==> src/rtl/core_seq_ctrl_pkg.sv <==
// core_seq_ctrl shared types: FSM encoding,
// error cause codes and reset defaults.
package core_seq_ctrl_pkg;

  localparam logic [31:0] RESET_PC_DEF = 32'h8000_0000;
  localparam int          TIMEOUT_DEF  = 255;

  typedef enum logic [2:0] {
    ST_FETCH_REQ  = 3'd0,
    ST_FETCH_WAIT = 3'd1,
    ST_EXEC       = 3'd2,
    ST_MEM_REQ    = 3'd3,
    ST_MEM_WAIT   = 3'd4,
    ST_COMMIT     = 3'd5,
    ST_HALT       = 3'd6,
    ST_ERROR      = 3'd7
  } seq_state_e;

  typedef enum logic [1:0] {
    CAUSE_NONE     = 2'd0,
    CAUSE_BUS      = 2'd1,
    CAUSE_MISALIGN = 2'd2,
    CAUSE_TIMEOUT  = 2'd3
  } err_cause_e;

  typedef struct packed {
    logic        wen;
    logic [31:0] addr;
    logic [31:0] wdata;
    logic [7:0]  wmask;
  } dmem_req_t;

  function automatic logic is_timed(
    input seq_state_e s
  );
    return s inside {
      ST_FETCH_REQ, ST_FETCH_WAIT,
      ST_MEM_REQ, ST_MEM_WAIT
    };
  endfunction

endpackage

==> src/rtl/core_seq_ctrl_mem_wait_timer.sv <==
// Cycle budget for memory handshake states;
// expired fires in the TIMEOUT-th enabled cycle.
module core_seq_ctrl_mem_wait_timer #(
  parameter int TIMEOUT = 255
) (
  input  logic clk,
  input  logic rst_n,
  input  logic clear,
  input  logic enable,
  output logic expired
);

  localparam int W = $clog2(TIMEOUT + 1);

  logic [W-1:0] cnt;

  assign expired = enable &&
    (cnt == W'(TIMEOUT - 1));

  always_ff @(posedge clk or negedge rst_n) begin
    if (!rst_n) begin
      cnt <= '0;
    end else if (clear) begin
      cnt <= '0;
    end else if (enable && !expired) begin
      cnt <= cnt + 1'b1;
    end
  end

endmodule

==> src/rtl/core_seq_ctrl.sv <==
// Multi-cycle sequencer: fetch, exec, optional
// data access, commit, around a 1-cycle IDU/EXU.
module core_seq_ctrl
  import core_seq_ctrl_pkg::*;
#(
  parameter logic [31:0] RESET_PC = RESET_PC_DEF,
  parameter int          TIMEOUT  = TIMEOUT_DEF
) (
  input  logic        clk,
  input  logic        rst_n,
  output logic        imem_req_valid,
  input  logic        imem_req_ready,
  output logic [31:0] imem_req_addr,
  input  logic        imem_rsp_valid,
  input  logic [31:0] imem_rsp_data,
  input  logic        imem_rsp_err,
  output logic [31:0] pc,
  output logic [31:0] inst,
  input  logic [31:0] exu_dnpc,
  input  logic        exu_gpr_wen,
  input  logic        exu_mem_wen,
  input  logic        exu_mem_ren,
  input  logic [31:0] exu_mem_addr,
  input  logic [31:0] exu_mem_wdata,
  input  logic [7:0]  exu_mem_wmask,
  input  logic        exu_halt,
  output logic        dmem_req_valid,
  input  logic        dmem_req_ready,
  output logic        dmem_req_wen,
  output logic [31:0] dmem_req_addr,
  output logic [31:0] dmem_req_wdata,
  output logic [7:0]  dmem_req_wmask,
  input  logic        dmem_rsp_valid,
  input  logic [31:0] dmem_rsp_data,
  input  logic        dmem_rsp_err,
  output logic        gpr_wen_o,
  output logic        wb_from_mem,
  output logic [31:0] load_data,
  output logic        commit,
  output logic        halted,
  output logic        err,
  output logic [1:0]  err_cause
);

  seq_state_e state;
  err_cause_e cause;
  dmem_req_t  mreq;
  logic       is_load;
  logic       dnpc_ok;
  logic       tmr_clr;
  logic       tmr_en;
  logic       tmr_exp;

  assign dnpc_ok = exu_dnpc[1:0] == 2'b00;

  // Quiet while reset is held, live at once after.
  assign imem_req_valid =
    rst_n && (state == ST_FETCH_REQ);
  assign imem_req_addr  = pc;

  assign dmem_req_valid = state == ST_MEM_REQ;
  assign dmem_req_wen   = mreq.wen;
  assign dmem_req_addr  = mreq.addr;
  assign dmem_req_wdata = mreq.wdata;
  assign dmem_req_wmask = mreq.wmask;

  assign commit      = state == ST_COMMIT;
  assign gpr_wen_o   = commit && exu_gpr_wen &&
                       dnpc_ok;
  assign wb_from_mem = commit && is_load;
  assign halted      = state == ST_HALT;
  assign err         = state == ST_ERROR;
  assign err_cause   = cause;

  // Every entry to a timed state follows either an
  // untimed state or a request handshake.
  assign tmr_en  = is_timed(state);
  assign tmr_clr = !tmr_en ||
    (imem_req_valid && imem_req_ready) ||
    (dmem_req_valid && dmem_req_ready);

  core_seq_ctrl_mem_wait_timer #(
    .TIMEOUT (TIMEOUT)
  ) u_timer (
    .clk     (clk),
    .rst_n   (rst_n),
    .clear   (tmr_clr),
    .enable  (tmr_en),
    .expired (tmr_exp)
  );

  always_ff @(posedge clk or negedge rst_n) begin
    if (!rst_n) begin
      state     <= ST_FETCH_REQ;
      cause     <= CAUSE_NONE;
      pc        <= RESET_PC;
      inst      <= '0;
      load_data <= '0;
      mreq      <= '0;
      is_load   <= 1'b0;
    end else begin
      unique case (state)
        ST_FETCH_REQ: begin
          if (imem_req_ready) begin
            state <= ST_FETCH_WAIT;
          end else if (tmr_exp) begin
            state <= ST_ERROR;
            cause <= CAUSE_TIMEOUT;
          end
        end
        ST_FETCH_WAIT: begin
          if (imem_rsp_err) begin
            state <= ST_ERROR;
            cause <= CAUSE_BUS;
          end else if (imem_rsp_valid) begin
            inst  <= imem_rsp_data;
            state <= ST_EXEC;
          end else if (tmr_exp) begin
            state <= ST_ERROR;
            cause <= CAUSE_TIMEOUT;
          end
        end
        ST_EXEC: begin
          is_load <= exu_mem_ren;
          if (exu_mem_wen && exu_mem_ren) begin
            state <= ST_ERROR;
            cause <= CAUSE_TIMEOUT;
          end else if (exu_mem_wen ||
                       exu_mem_ren) begin
            mreq.wen   <= exu_mem_wen;
            mreq.addr  <= exu_mem_addr;
            mreq.wdata <= exu_mem_wdata;
            mreq.wmask <= exu_mem_wen ?
                          exu_mem_wmask : 8'h00;
            state      <= ST_MEM_REQ;
          end else begin
            state <= ST_COMMIT;
          end
        end
        ST_MEM_REQ: begin
          if (dmem_req_ready) begin
            state <= ST_MEM_WAIT;
          end else if (tmr_exp) begin
            state <= ST_ERROR;
            cause <= CAUSE_TIMEOUT;
          end
        end
        ST_MEM_WAIT: begin
          if (dmem_rsp_err) begin
            state <= ST_ERROR;
            cause <= CAUSE_BUS;
          end else if (dmem_rsp_valid) begin
            if (is_load) begin
              load_data <= dmem_rsp_data;
            end
            state <= ST_COMMIT;
          end else if (tmr_exp) begin
            state <= ST_ERROR;
            cause <= CAUSE_TIMEOUT;
          end
        end
        ST_COMMIT: begin
          if (!dnpc_ok) begin
            state <= ST_ERROR;
            cause <= CAUSE_MISALIGN;
          end else begin
            pc    <= exu_dnpc;
            state <= exu_halt ? ST_HALT :
                     ST_FETCH_REQ;
          end
        end
        ST_HALT:  state <= ST_HALT;
        ST_ERROR: state <= ST_ERROR;
      endcase
    end
  end

endmodule

==> config.mk <==
export PLATFORM = sky130hd
export DESIGN_NAME = core_seq_ctrl
export DESIGN_NICKNAME = d
export VERILOG_FILES = /design/src/rtl/core_seq_ctrl_pkg.sv /design/src/rtl/core_seq_ctrl_mem_wait_timer.sv /design/src/rtl/core_seq_ctrl.sv
export SDC_FILE = /design/constraint.sdc
export NUM_CORES = 1
export LEC_CHECK = 0
export ABC_AREA = 1
export CORE_MARGIN = 10
export CORE_UTILIZATION = 40
export DETAILED_ROUTE_END_ITERATION = 10
export PLACE_DENSITY_LB_ADDON = 0.3
export SLEW_MARGIN = 20
export SYNTH_ARGS = -nofsm -noshare
export SYNTH_HDL_FRONTEND = slang
export SYNTH_SLANG_ARGS = --single-unit
==> constraint.sdc <==
create_clock -name clk -period 3 [get_ports clk]
set_clock_uncertainty 0.1 [all_clocks]
set_input_delay 0.45 -clock clk [delete_from_list [all_inputs] [get_ports clk]]
set_output_delay 0.45 -clock clk [all_outputs]
set_load 0.005 [all_outputs]
==> report_table.html, run 1 <==
<table>
<tr><th>Metric</th><th>Value</th></tr>
<tr><th colspan="2">Job</th></tr>
<tr><td>Number of maximum-capacitance violations</td><td>0</td></tr>
<tr><th colspan="2">Clock network</th></tr>
<tr><td>Number of hold-repair buffers added at the cts stage</td><td>0</td></tr>
<tr><td>Setup fix buffers added after clock tree synthesis</td><td>0</td></tr>
<tr><td>CTS tree</td><td>done</td></tr>
<tr><td>Clk sink count</td><td>~180</td></tr>
<tr><td>Clock latency on the worst-skew pair</td><td>between 0.4 and 0.5 ns</td></tr>
<tr><td>CTS Buf Count</td><td>17</td></tr>
<tr><td>CTS resizes</td><td>0</td></tr>
<tr><td>Number of levels the H-tree was split into</td><td>4</td></tr>
<tr><td>Clock Tree Root</td><td>clkbuf_16</td></tr>
<tr><td>CTS Buffer Depth</td><td>2</td></tr>
<tr><td>Register clock-pin slew on the reported worst setup and hold paths</td><td>0.07 ns</td></tr>
<tr><th colspan="2">Die</th></tr>
<tr><td>Chip width</td><td>160 µm</td></tr>
<tr><td>Initial core utilization</td><td>40.5%</td></tr>
<tr><td>Die boundary height</td><td>~160 µm</td></tr>
<tr><td>Floorplan core area</td><td>~19000 µm²</td></tr>
<tr><td>I/O pins</td><td>390</td></tr>
<tr><td>Standard-cell row count</td><td>just over 50</td></tr>
<tr><td>Die Area</td><td>between 20000 and 30000 µm²</td></tr>
<tr><th colspan="2">Routing</th></tr>
<tr><td>Drt pass-1 iters</td><td>6</td></tr>
<tr><td>Count of vias placed by the detailed router</td><td>roughly 7k</td></tr>
<tr><td>Starting DRC count in detailed routing</td><td>around 420</td></tr>
<tr><td>Final routed wirelength across all metal layers</td><td>about 28 mm</td></tr>
<tr><td>Remaining design rule violation count</td><td>0</td></tr>
<tr><td>DR WL/cell</td><td>~19 µm</td></tr>
<tr><td>Post-detailed-route via-to-cell ratio</td><td>4.64</td></tr>
<tr><td>Number of nets with antenna violations after routing</td><td>0</td></tr>
<tr><th colspan="2">Cells and area</th></tr>
<tr><td>Fraction of layout cells with a size suffix above 1</td><td>8.35%</td></tr>
<tr><td>Number of fill cells in the layout</td><td>1612</td></tr>
<tr><td>Area of the multi-input gates</td><td>~2700 µm²</td></tr>
<tr><td>Area growth from synthesis to final layout</td><td>58.2%</td></tr>
<tr><td>Post-layout net count</td><td>around 1.4k</td></tr>
<tr><td>Seq. cell area</td><td>4580 µm²</td></tr>
<tr><td>Number of antenna repair diodes</td><td>0</td></tr>
<tr><th colspan="2">STA</th></tr>
<tr><td>Fraction of the cycle the final worst path needs</td><td>88.5%</td></tr>
<tr><td>Post-layout minimum cycle time</td><td>2.65 ns</td></tr>
<tr><td>Worst-Margin Slew</td><td>just under 0.8 ns</td></tr>
<tr><td>Fin. max-slew vios</td><td>0</td></tr>
<tr><td>Setup TNS Final</td><td>0 ns</td></tr>
<tr><td>Setup ws final</td><td>0.346 ns</td></tr>
<tr><td>Final hold vios</td><td>0</td></tr>
<tr><td>Final setup viols</td><td>0</td></tr>
<tr><td>Relative slew margins</td><td>around half</td></tr>
<tr><td>RSZ-0062 raised after global routing</td><td>no</td></tr>
<tr><td>Timing-limited maximum frequency</td><td>about 380 MHz</td></tr>
<tr><th colspan="2">Power and ir drop</th></tr>
<tr><td>Maximum ir drop on the vdd rail</td><td>between 0.4 and 0.5 mV</td></tr>
<tr><td>Pwr per Cell Area</td><td>around 410 nW/µm²</td></tr>
<tr><td>LEAKAGE</td><td>6.15 nW</td></tr>
<tr><th colspan="2">Synthesis</th></tr>
<tr><td>Synth Register Bits</td><td>183</td></tr>
<tr><td>Post-Syn Nets</td><td>slightly above 1k</td></tr>
<tr><td>Yosys warns</td><td>0</td></tr>
<tr><td>Library cells used by synthesis</td><td>29</td></tr>
<tr><td>Share of synthesized area occupied by flip-flops and latches</td><td>about three fifths</td></tr>
<tr><td>Cell area after technology mapping</td><td>7830 µm²</td></tr>
<tr><td>Asr flop ratio synth</td><td>100%</td></tr>
<tr><td>Synthesized netlist cell count</td><td>between 800 and 900</td></tr>
<tr><td>Avg Cell Area, Syn</td><td>9.29 µm²</td></tr>
<tr><td>Prevailing post-synth register cell</td><td>dfrtp_1</td></tr>
<tr><td>Post-synth EDFFs</td><td>0</td></tr>
<tr><th colspan="2">Critical path</th></tr>
<tr><td>Crit path max fanout</td><td>9</td></tr>
<tr><td>Sort of element at the end of the critical path</td><td>primary output</td></tr>
<tr><td>Family with the most delay on the worst path</td><td>buffers and inverters</td></tr>
<tr><td>Longest individual stage delay on the worst path</td><td>approximately 0.52 ns</td></tr>
<tr><td>R2R cell count</td><td>8</td></tr>
<tr><td>Arrival time of data at the critical path endpoint</td><td>about 2.1 ns</td></tr>
<tr><td>Cell depth of the worst setup path</td><td>6</td></tr>
<tr><td>Data required, critical path</td><td>between 2 and 2.5 ns</td></tr>
<tr><td>Critical path, cell by cell</td><td>inv_2, nand2_2, nor2_4, inv_1, nor2_1, clkdlybuf4s50_1</td></tr>
<tr><td>Critical path class</td><td>flip-flop to primary output</td></tr>
<tr><td>Slowest cell on crit path</td><td>clkdlybuf4s50_1</td></tr>
<tr><td>Nature of the critical path startpoint</td><td>flip-flop</td></tr>
<tr><td>Worst Path Buf+Inv</td><td>3</td></tr>
<tr><th colspan="2">Global route</th></tr>
<tr><td>Leftover overflow at the end of global routing</td><td>0</td></tr>
<tr><td>Largest net degree at the start of global routing</td><td>127</td></tr>
<tr><td>Wire length of the first global-routing pass</td><td>43.5 mm</td></tr>
<tr><td>Number of global-route vias before repair</td><td>7118</td></tr>
<tr><td>Antenna violations before repair</td><td>1</td></tr>
<tr><td>Total global-route track usage</td><td>21.8%</td></tr>
<tr><th colspan="2">Run status</th></tr>
<tr><td>Run status</td><td>finished, final reports clean</td></tr>
<tr><th colspan="2">Placed design</th></tr>
<tr><td>Number of port buffers</td><td>just under 400</td></tr>
<tr><td>HPWL after detailed placement</td><td>21.5 mm</td></tr>
<tr><td>Weighted congestion at the end of routability-driven global placement</td><td>~0.85</td></tr>
<tr><td>Placement-stage worst setup slack</td><td>slightly above 0.5 ns</td></tr>
<tr><th colspan="2">Hold path</th></tr>
<tr><td>Worst hold path class</td><td>primary input to asynchronous set/reset pin</td></tr>
</table>
-- sequential cells by signal, summed over array words and instances (netlist names), 3 cells and up --
| name | flops |
|---|---|
| u_timer.cnt | 8 |
| inst | 32 |
| imem_req_addr | 32 |
| dmem_req_addr | 32 |
| dmem_req_wdata | 32 |
| state | 3 |
| load_data | 32 |
| dmem_req_wmask | 8 |
-- kinds of logic after synthesis --
logic type | count (synthesis) | share of synthesized area, %
buffers and inverters | 101 | 7.11
and+or+nand+nor | 488 | 25.2
muxes | 32 | 6.04
xor gates and xnor gates | 4 | 0.448
AOI/OAI and AO/OA | 31 | 2.06
adders and majority gates | 4 | 0.639
DFF | 183 | 58.5
-- metal layers --
layer,global-route usage [%],vias to the layer above,wire length (µm)
met5,0,-,0
met4,5.47,0,361
met3,9.51,22,2980
met2,36.6,306,13700
met1,25.1,3213,11100
li1,-,3309,-
-- Yosys cell counts, types with 5 or more instances --
cell | instances | share of area, %
nand2_1 | 397 | 19
dfrtp_1 | 182 | 58
nand3_1 | 46 | 2.9
buf_4 | 35 | 3.4
mux2_4 | 30 | 5.8
inv_1 | 26 | 1.2
nor2_1 | 23 | 1.1
buf_2 | 19 | 1.2
o21ai_0 | 19 | 1.2
clkbuf_1 | 10 | 0.48
a21oi_1 | 8 | 0.51
inv_2 | 8 | 0.38
nand2_2 | 6 | 0.48
nand4_1 | 5 | 0.40
-- final timing paths --
path / start / endpoint / slack (ns)
setup reg to reg: state[1]$_DFF_PN0_ / load_data[12]$_DFFE_PN0P_ / 0.92
max in group asynchronous: rst_n / imem_req_addr[9]$_DFFE_PN0P_ / 1.59
hold reg to reg: load_data[15]$_DFFE_PN0P_ / load_data[15]$_DFFE_PN0P_ / 0.37
hold / removal: rst_n / load_data[16]$_DFFE_PN0P_ / 0.08
setup / recovery: state[1]$_DFF_PN0_ / wb_from_mem / 0.35
min in group clk: load_data[15]$_DFFE_PN0P_ / load_data[15]$_DFFE_PN0P_ / 0.37
-- where the power goes --
group	switching, W	internal, W
sequential	0	0.00247
clock	0.00101	0.00135
combinational	0.0000965	0.000211
-- layout make-up --
class                      instances  area share, %
clock buffer                      19           3.58
clock inverter                    13           1.36
inverter                          34           1.03
multi-input combinational        559           21.7
sequential                       183           37.0
tap                              265           2.68
timing repair buffer             402           32.6
-- per-stage QoR --
| stage | cell area [µm²] | power, W | cells | hold WS, ns | util, % |
|---|---|---|---|---|---|
| 2_1_floorplan | 7830 | 0.00253 | 843 | 0.0544 | - |
| 3_3_place_gp | 11800 | 0.00282 | 1443 | 0.353 | 60.9 |
| 3_5_place_dp | 11800 | 0.00282 | 1443 | 0.359 | 60.9 |
| 4_1_cts | 12400 | 0.00518 | 1475 | 0.0974 | 64.1 |
| 5_1_grt | 12400 | 0.00531 | 1475 | 0.114 | 64.1 |
| 6_report | 12400 | 0.00513 | 1475 | 0.0836 | 64.1 |
-- placed cells by master, fill, tap and decap left out, drive strengths merged --
cell,n
a21oi,8
a31oi,1
buf,14
bufinv,3
clkbuf,19
clkdlybuf4s50,388
clkinv,5
clkinvlp,1
dfrtp,182
dfstp,1
ha,4
inv,38
mux2,32
nand2,404
nand3,49
nand4,5
nor2,28
nor3,2
o211ai,1
o21a,1
o21ai,20
xnor2,2
xor2,2
Power figures use the tool's default switching activity.
==> run 2, diff against run 1 <==
--- a/config.mk
+++ b/config.mk
@@ -9,7 +9,7 @@
 export CORE_MARGIN = 10
 export CORE_UTILIZATION = 40
 export DETAILED_ROUTE_END_ITERATION = 10
-export PLACE_DENSITY_LB_ADDON = 0.3
+export PLACE_DENSITY = 0.8
 export SLEW_MARGIN = 20
 export SYNTH_ARGS = -nofsm -noshare
 export SYNTH_HDL_FRONTEND = slang
==> run 2 against run 1 <==
Critical path depth unchanged. First-iteration DRC count increased by 19%. Via count increased by 1.5%. Cell count about the same. Wire length decreased by 1.3%. Count of clock-buffer cells in the layout decreased by 1.
==> report_table.html, run 2 (synthesized netlist as in run 1, its figures left out) <==
<table>
<tr><th>Metric</th><th>Value</th></tr>
<tr><th colspan="2">Die</th></tr>
<tr><td>Standard-cell row count</td><td>51 (unchanged)</td></tr>
<tr><td>Chip width</td><td>160 µm (unchanged)</td></tr>
<tr><td>Die boundary height</td><td>160 µm (unchanged)</td></tr>
<tr><td>I/O pins</td><td>390 (unchanged)</td></tr>
<tr><td>Initial core utilization</td><td>40.5% (unchanged)</td></tr>
<tr><td>Floorplan core area</td><td>19300 µm² (unchanged)</td></tr>
<tr><td>Die Area</td><td>25600 µm² (unchanged)</td></tr>
<tr><th colspan="2">Critical path</th></tr>
<tr><td>Launching element of the worst setup path</td><td>state[1]$_DFF_PN0_</td></tr>
<tr><td>Worst r2r dst</td><td>imem_req_addr[11]$_DFFE_PN0P_</td></tr>
<tr><td>Last element of the critical path</td><td>wb_from_mem</td></tr>
<tr><td>Launch instance of the worst register-to-register path</td><td>state[1]$_DFF_PN0_</td></tr>
<tr><td>Crit path max fanout</td><td>9 (unchanged)</td></tr>
<tr><td>Register-to-register path setup slack</td><td>0.86 ns (-0.06 ns)</td></tr>
<tr><td>Nature of the critical path startpoint</td><td>flip-flop</td></tr>
<tr><td>Sort of element at the end of the critical path</td><td>primary output</td></tr>
<tr><td>Data required, critical path</td><td>2.45 ns (about the same)</td></tr>
<tr><td>Critical path class</td><td>flip-flop to primary output</td></tr>
<tr><td>R2R cell count</td><td>9 (+1)</td></tr>
<tr><td>Arrival time of data at the critical path endpoint</td><td>2.17 ns (+0.07 ns)</td></tr>
<tr><th colspan="2">STA</th></tr>
<tr><td>Timing-limited maximum frequency</td><td>368 MHz (-2.5%)</td></tr>
<tr><td>RSZ-0062 raised after global routing</td><td>no</td></tr>
<tr><td>Setup TNS Final</td><td>0 ns (unchanged)</td></tr>
<tr><td>Relative slew margins</td><td>52.7% (+4.1 points)</td></tr>
<tr><td>Fraction of the cycle the final worst path needs</td><td>90.7% (+2.2 points)</td></tr>
<tr><td>Setup ws final</td><td>0.279 ns (-0.0670 ns)</td></tr>
<tr><td>Worst-Margin Slew</td><td>0.710 ns (-0.0617 ns)</td></tr>
<tr><td>Post-layout minimum cycle time</td><td>2.72 ns (+0.0670 ns)</td></tr>
<tr><td>Worst hold slack after final layout</td><td>0.0672 ns (-0.0164 ns)</td></tr>
<tr><td>Final setup viols</td><td>0 (unchanged)</td></tr>
<tr><td>Fin. max-slew vios</td><td>0 (unchanged)</td></tr>
<tr><td>Final hold vios</td><td>0 (unchanged)</td></tr>
<tr><th colspan="2">Run status</th></tr>
<tr><td>Run status</td><td>finished, final reports clean</td></tr>
<tr><th colspan="2">Routing</th></tr>
<tr><td>DR WL/cell</td><td>18.8 µm (-1.2%)</td></tr>
<tr><td>Starting DRC count in detailed routing</td><td>495 (+19%)</td></tr>
<tr><td>Remaining design rule violation count</td><td>0 (unchanged)</td></tr>
<tr><td>Final routed wirelength across all metal layers</td><td>27.7 mm (-1.3%)</td></tr>
<tr><td>Drt pass-1 iters</td><td>5 (-1)</td></tr>
<tr><td>Number of nets with antenna violations after routing</td><td>0 (unchanged)</td></tr>
<tr><td>Count of vias placed by the detailed router</td><td>6956 (+1.5%)</td></tr>
<tr><td>Post-detailed-route via-to-cell ratio</td><td>4.72 (+1.6%)</td></tr>
<tr><th colspan="2">Power and ir drop</th></tr>
<tr><td>Maximum ir drop on the vdd rail</td><td>0.343 mV (-16%)</td></tr>
<tr><td>LEAKAGE</td><td>6.13 nW (-0.25%)</td></tr>
<tr><td>Pwr per Cell Area</td><td>402 nW/µm² (-2.9%)</td></tr>
<tr><th colspan="2">Cells and area</th></tr>
<tr><td>Fraction of layout cells with a size suffix above 1</td><td>8.35% (about the same)</td></tr>
<tr><td>Post-layout net count</td><td>1380 (-0.072%)</td></tr>
<tr><td>Number of antenna repair diodes</td><td>0 (unchanged)</td></tr>
<tr><td>Area growth from synthesis to final layout</td><td>57.7%</td></tr>
<tr><td>Most frequent standard cell in the layout excluding fill and tap cells</td><td>nand2_1</td></tr>
<tr><td>Cell area after layout</td><td>12300 µm² (-0.30%)</td></tr>
<tr><td>Highest-count cells in the layout ignoring fill and taps</td><td>397 x nand2_1, 388 x clkdlybuf4s50_1, 182 x dfrtp_1, 46 x nand3_1, 30 x mux2_4</td></tr>
<tr><td>Number of fill cells in the layout</td><td>1572 (-2.5%)</td></tr>
<tr><th colspan="2">Placed design</th></tr>
<tr><td>Number of port buffers</td><td>389 (unchanged)</td></tr>
<tr><td>HPWL after detailed placement</td><td>21.4 mm (-0.35%)</td></tr>
<tr><td>Weighted congestion at the end of routability-driven global placement</td><td>0.832 (-2.4%)</td></tr>
<tr><td>Placement-stage worst setup slack</td><td>0.540 ns (+0.0239 ns)</td></tr>
<tr><td>Placement Cell Area</td><td>11800 µm² (about the same)</td></tr>
<tr><th colspan="2">Clock network</th></tr>
<tr><td>CTS Buffer Depth</td><td>2 (unchanged)</td></tr>
<tr><td>Setup fix buffers added after clock tree synthesis</td><td>0 (unchanged)</td></tr>
<tr><td>CTS resizes</td><td>0 (unchanged)</td></tr>
<tr><td>Number of levels the H-tree was split into</td><td>4 (unchanged)</td></tr>
<tr><td>Register clock-pin slew on the reported worst setup and hold paths</td><td>0.07 ns (about the same)</td></tr>
<tr><td>CTS Buf Count</td><td>17 (unchanged)</td></tr>
<tr><td>Clock Tree Root</td><td>clkbuf_16</td></tr>
<tr><td>CTS tree</td><td>done</td></tr>
<tr><td>Clk sink count</td><td>183 (unchanged)</td></tr>
<tr><td>Clock latency on the worst-skew pair</td><td>0.42 ns (about the same)</td></tr>
<tr><td>Number of hold-repair buffers added at the cts stage</td><td>0 (unchanged)</td></tr>
<tr><th colspan="2">Global route</th></tr>
<tr><td>Total global-route track usage</td><td>21.4% (-0.42 points)</td></tr>
<tr><td>Wire length of the first global-routing pass</td><td>43.1 mm (-0.95%)</td></tr>
<tr><td>Number of global-route vias before repair</td><td>7175 (+0.80%)</td></tr>
<tr><td>Leftover overflow at the end of global routing</td><td>0 (unchanged)</td></tr>
<tr><td>Largest net degree at the start of global routing</td><td>133 (+4.7%)</td></tr>
<tr><td>Antenna violations before repair</td><td>2 (+1)</td></tr>
<tr><th colspan="2">Hold path</th></tr>
<tr><td>Worst hold path class</td><td>primary input to asynchronous set/reset pin</td></tr>
<tr><th colspan="2">Job</th></tr>
<tr><td>Number of maximum-capacitance violations</td><td>0 (unchanged)</td></tr>
</table>
[run 2: cell count changes in the layout (fill, tap and decap cells not counted), sizes merged]
cell	before	now
clkbuf	19	18
buf	14	13
inv	38	42
bufinv	3	0
[run 2: layer usage]
metal	vias up	wire length [µm]	global-route usage (%)
met4	4	599	6.55
met3	32	3090	10.0
met5	-	27	0
met1	3303	10600	24.8
met2	310	13400	34.6
li1	3307	-	-
[run 2: worst max-delay path, stage by stage (launching register included)]
cell and delay [ns]:
dfrtp_1 0.46, inv_2 0.18, nand2_2 0.10, nor2_4 0.17
inv_1 0.18, nor2_1 0.12, clkdlybuf4s50_1 0.53
[run 2: how the worst min path moves through the flow]
stage,from,to,slack (ns),cells after the start
finish,rst_n,imem_req_addr[21]$_DFFE_PN0P_,0.07,2
global route,rst_n,imem_req_addr[2]$_DFFE_PN0P_,0.1,2
CTS,rst_n,imem_req_addr[2]$_DFFE_PN0P_,0.07,2
detailed placement,load_data[13]$_DFFE_PN0P_,load_data[13]$_DFFE_PN0P_,0.36,2
global placement,load_data[27]$_DFFE_PN0P_,load_data[27]$_DFFE_PN0P_,0.35,2
floorplan,rst_n,dmem_req_addr[0]$_DFFE_PN0P_,0.05,0
[run 2: layout make-up]
type | count | area, µm² | share of cell area [%]
multi-input combinational | 559 | 2690 | 21.8
tap | 265 | 332 | 2.68
clock buffer | 18 | 439 | 3.56
sequential | 183 | 4580 | 37.1
inverter | 34 | 128 | 1.03
timing repair buffer | 401 | 4050 | 32.8
clock inverter | 14 | 130 | 1.05
[run 2: metrics by stage]
step,std cells,util [%],total power (W)
2_1_floorplan,843,-,0.00253
3_3_place_gp,1442,60.9,0.00282
3_5_place_dp,1442,60.9,0.00282
4_1_cts,1474,63.9,0.00503
5_1_grt,1474,63.9,0.00516
6_report,1474,63.9,0.00497
[run 2: where the power goes]
| part | switching (W) | total [W] | internal (W) |
|---|---|---|---|
| clock | 0.00107 | 0.00220 | 0.00113 |
| sequential | 0 | 0.00246 | 0.00246 |
| combinational | 0.0000960 | 0.000307 | 0.000211 |
